$ cat src/rtl/trakball_decoder.sv
// Trackball quadrature decoder with button emulation.
// Produces the packed {v_cnt, h_cnt} word for the centipede core from two
// asynchronous A/B encoder axes, or from the active-low board buttons.
module trakball_decoder #(
    parameter int unsigned FILTER_LEN = 4,
    parameter int unsigned EMU_DIV    = 120000,
    parameter bit          EMU_EN     = 1'b1
) (
    input  logic       clk12m,
    input  logic       reset_n,
    input  logic       h_a_i,
    input  logic       h_b_i,
    input  logic       v_a_i,
    input  logic       v_b_i,
    input  logic       emu_left_n,
    input  logic       emu_right_n,
    input  logic       emu_up_n,
    input  logic       emu_down_n,
    input  logic       err_clr_i,
    output logic [7:0] trakball_o,
    output logic       h_dir_o,
    output logic       v_dir_o,
    output logic       h_err_o,
    output logic       v_err_o
);

    localparam int unsigned FCW      = (FILTER_LEN < 2) ? 1 : $clog2(FILTER_LEN);
    localparam int unsigned DW       = (EMU_DIV < 2) ? 1 : $clog2(EMU_DIV);
    localparam int unsigned NSYNC    = 8;
    localparam logic [2:0]  PRIME_END = 3'd4;

    // Gray state {A,B} to position 0..3 along the forward sequence 00,01,11,10.
    function automatic logic [1:0] gray_pos(input logic [1:0] ab);
        return {ab[1], ab[1] ^ ab[0]};
    endfunction

    // Buttons are inverted before sync so a cleared synchroniser reads "released".
    logic [NSYNC-1:0] raw;
    logic [NSYNC-1:0] sync1_q;
    logic [NSYNC-1:0] sync2_q;

    assign raw = {~emu_down_n, ~emu_up_n, ~emu_right_n, ~emu_left_n,
                  v_b_i, v_a_i, h_b_i, h_a_i};

    // Two-flop synchronisers on every asynchronous input.
    always_ff @(posedge clk12m or negedge reset_n) begin
        if (!reset_n) begin
            sync1_q <= '0;
            sync2_q <= '0;
        end else begin
            sync1_q <= raw;
            sync2_q <= sync1_q;
        end
    end

    // Post-reset priming: the first settled A/B state becomes the reference silently.
    logic [2:0] prime_q;
    logic [2:0] prime_d;
    logic       priming;

    assign priming = (prime_q != PRIME_END);

    // Priming counter next state.
    always_comb begin
        prime_d = prime_q;
        if (priming) begin
            prime_d = prime_q + 3'd1;
        end
    end

    // Priming counter register.
    always_ff @(posedge clk12m or negedge reset_n) begin
        if (!reset_n) begin
            prime_q <= '0;
        end else begin
            prime_q <= prime_d;
        end
    end

    // Filtered A/B levels: [0]=h_a [1]=h_b [2]=v_a [3]=v_b.
    logic [3:0] filt;

    for (genvar i = 0; i < 4; i++) begin : g_filt
        if (FILTER_LEN == 0) begin : g_bypass
            assign filt[i] = sync2_q[i];
        end else begin : g_filter
            logic           fq_q;
            logic           fq_d;
            logic [FCW-1:0] cnt_q;
            logic [FCW-1:0] cnt_d;

            // Accept a new level only after FILTER_LEN consecutive differing samples.
            always_comb begin
                fq_d  = fq_q;
                cnt_d = '0;
                if (priming) begin
                    fq_d = sync2_q[i];
                end else if (sync2_q[i] != fq_q) begin
                    if (cnt_q == FCW'(FILTER_LEN - 1)) begin
                        fq_d = sync2_q[i];
                    end else begin
                        cnt_d = cnt_q + FCW'(1);
                    end
                end
            end

            // Filter state register.
            always_ff @(posedge clk12m or negedge reset_n) begin
                if (!reset_n) begin
                    fq_q  <= 1'b0;
                    cnt_q <= '0;
                end else begin
                    fq_q  <= fq_d;
                    cnt_q <= cnt_d;
                end
            end

            assign filt[i] = fq_q;
        end
    end

    // Per-axis decode, emulation and counting: ax 0 = horizontal, ax 1 = vertical.
    for (genvar ax = 0; ax < 2; ax++) begin : g_axis
        logic [1:0]        cur;
        logic [1:0]        ref_q;
        logic [1:0]        step;
        logic              illegal;
        logic signed [2:0] enc_delta;
        logic signed [2:0] emu_delta;
        logic signed [2:0] net_delta;
        logic [3:0]        cnt_q;
        logic [3:0]        cnt_d;
        logic              dir_q;
        logic              dir_d;
        logic              err_q;
        logic              err_d;

        assign cur = {filt[2*ax], filt[2*ax+1]};

        // Quadrature step classification against the reference state.
        always_comb begin
            step      = gray_pos(cur) - gray_pos(ref_q);
            enc_delta = 3'sb000;
            illegal   = 1'b0;
            if (!priming) begin
                case (step)
                    2'd1:    enc_delta = 3'sb001;
                    2'd3:    enc_delta = 3'sb111;
                    2'd2:    illegal   = 1'b1;
                    default: ;
                endcase
            end
        end

        if (EMU_EN) begin : g_emu
            logic          plus;
            logic          minus;
            logic          active;
            logic [DW-1:0] div_q;
            logic [DW-1:0] div_d;

            assign minus  = sync2_q[4 + 2*ax];
            assign plus   = sync2_q[5 + 2*ax];
            assign active = plus ^ minus;

            // Step on the first held cycle, then every EMU_DIV cycles; idle holds divider at 0.
            always_comb begin
                div_d     = '0;
                emu_delta = 3'sb000;
                if (active) begin
                    if (div_q == '0) begin
                        emu_delta = minus ? 3'sb111 : 3'sb001;
                    end
                    div_d = (div_q == DW'(EMU_DIV - 1)) ? '0 : div_q + DW'(1);
                end
            end

            // Emulation divider register.
            always_ff @(posedge clk12m or negedge reset_n) begin
                if (!reset_n) begin
                    div_q <= '0;
                end else begin
                    div_q <= div_d;
                end
            end
        end else begin : g_no_emu
            assign emu_delta = 3'sb000;
        end

        // Combine deltas into the modulo-16 count, direction and sticky error.
        always_comb begin
            net_delta = enc_delta + emu_delta;
            cnt_d     = cnt_q + {net_delta[2], net_delta};
            dir_d     = dir_q;
            if (net_delta != 3'sb000) begin
                dir_d = net_delta[2];
            end
            err_d = err_q;
            if (err_clr_i) begin
                err_d = 1'b0;
            end
            if (illegal) begin
                err_d = 1'b1;
            end
        end

        // Axis state registers.
        always_ff @(posedge clk12m or negedge reset_n) begin
            if (!reset_n) begin
                ref_q <= '0;
                cnt_q <= '0;
                dir_q <= 1'b0;
                err_q <= 1'b0;
            end else begin
                ref_q <= cur;
                cnt_q <= cnt_d;
                dir_q <= dir_d;
                err_q <= err_d;
            end
        end
    end

    assign trakball_o = {g_axis[1].cnt_q, g_axis[0].cnt_q};
    assign h_dir_o    = g_axis[0].dir_q;
    assign v_dir_o    = g_axis[1].dir_q;
    assign h_err_o    = g_axis[0].err_q;
    assign v_err_o    = g_axis[1].err_q;

endmodule
$ cat config.mk
export PLATFORM = sky130hd
export DESIGN_NAME = trakball_decoder
export DESIGN_NICKNAME = d
export VERILOG_FILES = /design/src/rtl/trakball_decoder.sv
export SDC_FILE = /design/constraint.sdc
export NUM_CORES = 1
export LEC_CHECK = 0
export BUFFER_PORTS_ARGS = -buffer_cell sky130_fd_sc_hd__buf_4
export CAP_MARGIN = 25
export CORE_MARGIN = 8
export CORE_UTILIZATION = 54
export CTS_CLUSTER_DIAMETER = 100
export CTS_CLUSTER_SIZE = 24
export DETAILED_ROUTE_END_ITERATION = 8
export PLACE_DENSITY = 0.75
export SYNTH_ARGS = -nofsm -noshare
export SYNTH_HDL_FRONTEND = slang
export SYNTH_SLANG_ARGS = --single-unit
$ cat constraint.sdc
create_clock -name clk12m -period 2.96 [get_ports clk12m]
set_input_delay 0.888 -clock clk12m [delete_from_list [all_inputs] [get_ports clk12m]]
set_output_delay 0.888 -clock clk12m [all_outputs]
set_load 0.05 [all_outputs]
==> reports/qor.yml <==
via_density: 5.247
layout-drive-gt1-share: 0.2393
worst_slew_pin_slew_ps: 481.4
cts-htree-levels: 3
drv.max_cap_violation_count: 0
cts-buffers-inserted: 9
yosys.area.top_type: "sky130_fd_sc_hd__dfrtp_1"
crit_fanout: 2
antenna_violations_before_repair: 0
synth_ff_type: "sky130_fd_sc_hd__dfrtp_1"
synth_fp_nets: 371
post_layout_nonfiller_instances: 493
netlist_area_um2: 3785
ios: 23
layout.nets: 429
netlist-cell-type-count: 36
nFillCells: 488
areaGrowthSynthToFinish_pct: 20.69
leakagePower_nw: 2.109
grt_pass1_wl_um: 12740
timing.final.max_slew_violations: 0
die_width_um: 99.72
worstPathArrival_ps: 3410
synth_top_area_share: 0.5355
y_dimension_of_the_die_um: 99.72
clock_sinks: 81
yosys-top-cells-area: "sky130_fd_sc_hd__dfrtp_1, sky130_fd_sc_hd__ha_1, sky130_fd_sc_hd__xnor2_1"
total_power_per_unit_cell_area_nw_per_um2: 1150
unrepaired_setup_endpoints_after_global_routing: "yes"
layout_setup_ws_ps: -166.2
worst_slew_margin_rel: 0.6779
finalCritPeriodShare: 1.056
failed_checks: "setup timing"
layout_common_cells: "sky130_fd_sc_hd__dfrtp_1, sky130_fd_sc_hd__buf_4, sky130_fd_sc_hd__nor2_1"
gp_congestion: 0.8083
post_route_skew_ps: 9.618
via_count: 2587
core_area_um2: 6794
rows: 30
route.final.wire_length_um: 6957
number_of_synthesis_warnings: 0
groute.usage.overall: 0.1609
antenna_left: 0
maxClockFrequency_ghz: 0.3199
synth.ff_latch_count: 81
grt.overflow.total: 0
critical_path_required_ps: 3250
start_util: 0.5571
synth_enable_flop_cells: 0
hold_class: "flip-flop to flip-flop"
wire_per_inst_um: 14.11
pin_count_of_the_biggest_net_entering_global_routing: 36
hpwlAfterDp_um: 4897
cts-root-buf: "sky130_fd_sc_hd__clkbuf_8"
number_of_global_route_vias_before_repair: 2788
critical_path.startpoint_type: "flip-flop"
place_inst: 472
synth-async-reset-ratio: 1.000
layout.cells.most_common: "sky130_fd_sc_hd__dfrtp_1"
per_instance_average_area_after_synthesis_um2: 11.33
syn_inst: 334
path_clk_slew_ps: 90
cts_buffer_depth: 2
finalHoldViolCount: 0
seq_total_area_yosys: 0.5355
num_antenna_cells: 0
worst_setup_path_end_kind: "flip-flop"
drc: 0
run_status: "complete, but fails checks"
dr.pass1.iters: 4
totalNegativeSetupSlack_ps: -476.0
clock_latency_ps: 350
critical_path_class: "flip-flop to flip-flop"
dr.first_iter.drc_count: 110
max_vdd_drop_uv: 1388
min_period_ps: 3126
setup-violations-final: 3
fp.dieArea_um2: 9944
buffer_ports.inserted: 22
tritoncts: "built"
## power breakdown
group	internal, mW	switching (mW)
Combinational	1.33	1.47
Clock	0.501	0.407
Sequential	1.37	0.175
Total	3.20	2.05
## routing by layer
layer,GRT usage,wire length [um],up-vias
met5,0,0,-
met4,0.06403,68,0
met3,0.05796,297,6
met2,0.2560,3478,58
met1,0.1934,3112,1266
li1,-,-,1257
## metrics by stage
stage / cell area, um^2 / hold WS, ps / setup WS [ps] / util / power [mW]
floorplan: 3811 / 331.2 / -35.84 / - / 3.407
global placement: 4252 / 332.4 / -22.73 / 0.6258 / 3.894
detailed placement: 4252 / 334.7 / -154.0 / 0.6258 / 4.052
CTS: 4539 / 350.4 / -159.6 / 0.6681 / 5.204
global route: 4568 / 358.3 / -314.8 / 0.6724 / 5.746
finish: 4568 / 346.2 / -166.2 / 0.6724 / 5.253
## sequential cells by signal, indices dropped and copies added, names as in the netlist
register,count
g_filt.g_filter.cnt_q,8
v_dir_o,1
g_axis.ref_q,4
sync2_q,8
g_filt.g_filter.fq_q,4
h_err_o,1
sync1_q,8
g_axis.g_emu.div_q,34
v_err_o,1
prime_q,3
h_dir_o,1
g_axis.cnt_q,8
## layout make-up
type | count | area [um^2] | share of cell area
flip-flops and latches | 81 | 2027 | 0.4437
multi-input cells | 225 | 1705 | 0.3733
repair buffers | 54 | 409.1 | 0.08956
clock buffers | 10 | 137.6 | 0.03013
well taps | 96 | 120.1 | 0.02629
clock inverters | 6 | 90.09 | 0.01972
inverters | 21 | 78.83 | 0.01726
## worst max-delay path, stage by stage (launching register included)
cell	delay, ps
sky130_fd_sc_hd__dfrtp_1	380
sky130_fd_sc_hd__or4_4	570
sky130_fd_sc_hd__nor4_4	270
sky130_fd_sc_hd__nand3_1	140
sky130_fd_sc_hd__or3b_4	410
sky130_fd_sc_hd__fa_1	580
sky130_fd_sc_hd__inv_2	60
sky130_fd_sc_hd__buf_4	130
sky130_fd_sc_hd__fa_2	520
## cells by family (layout without fill, tap and decap cells)
family          after synthesis  after routing  share of synthesized area
compound gates               20             20                    0.03537
xor+xnor                     46             46                     0.1064
fa+ha+maj                    26             26                    0.09785
buf+inv                      28             91                    0.03339
flops                        81             81                     0.5355
mux                           4              4                    0.01190
simple gates                129            129                     0.1795
## path summary, 6_finish.rpt
path | start | end | slack, ps | cells after the start
worst max-delay path | g_axis[0].g_emu.div_q[9] | g_axis[0].cnt_q[1] | -170 | 8
worst min-delay path | sync1_q[6] | sync2_q[6] | 350 | 0
worst max register to register | g_axis[0].g_emu.div_q[9] | g_axis[0].cnt_q[1] | -170 | 8
worst min register to register | sync1_q[6] | sync2_q[6] | 350 | 0
max in group asynchronous | reset_n | g_filt[3].g_filter.cnt_q[1] | 1800 | 2
min in group asynchronous | reset_n | sync2_q[1] | 470 | 1
## cells in the mapped netlist (all sizes together), types with 6 or more instances
library cell / number
a21oi: 7
and3: 6
dfrtp: 81
fa: 6
ha: 20
inv: 21
nand2: 13
nand3: 17
nand4: 13
nor2: 43
nor4: 11
o21ai: 8
xnor2: 26
xor2: 20
## what timing repair did
item	4_1_cts	5_1_grt
setup endpoints to repair	4	6
cloned	0	0
setup buffers	4	1
gates resized for setup	7	4
hold buffers	0	0
pin swaps	16	10
(Power assumes the default switching activity.)
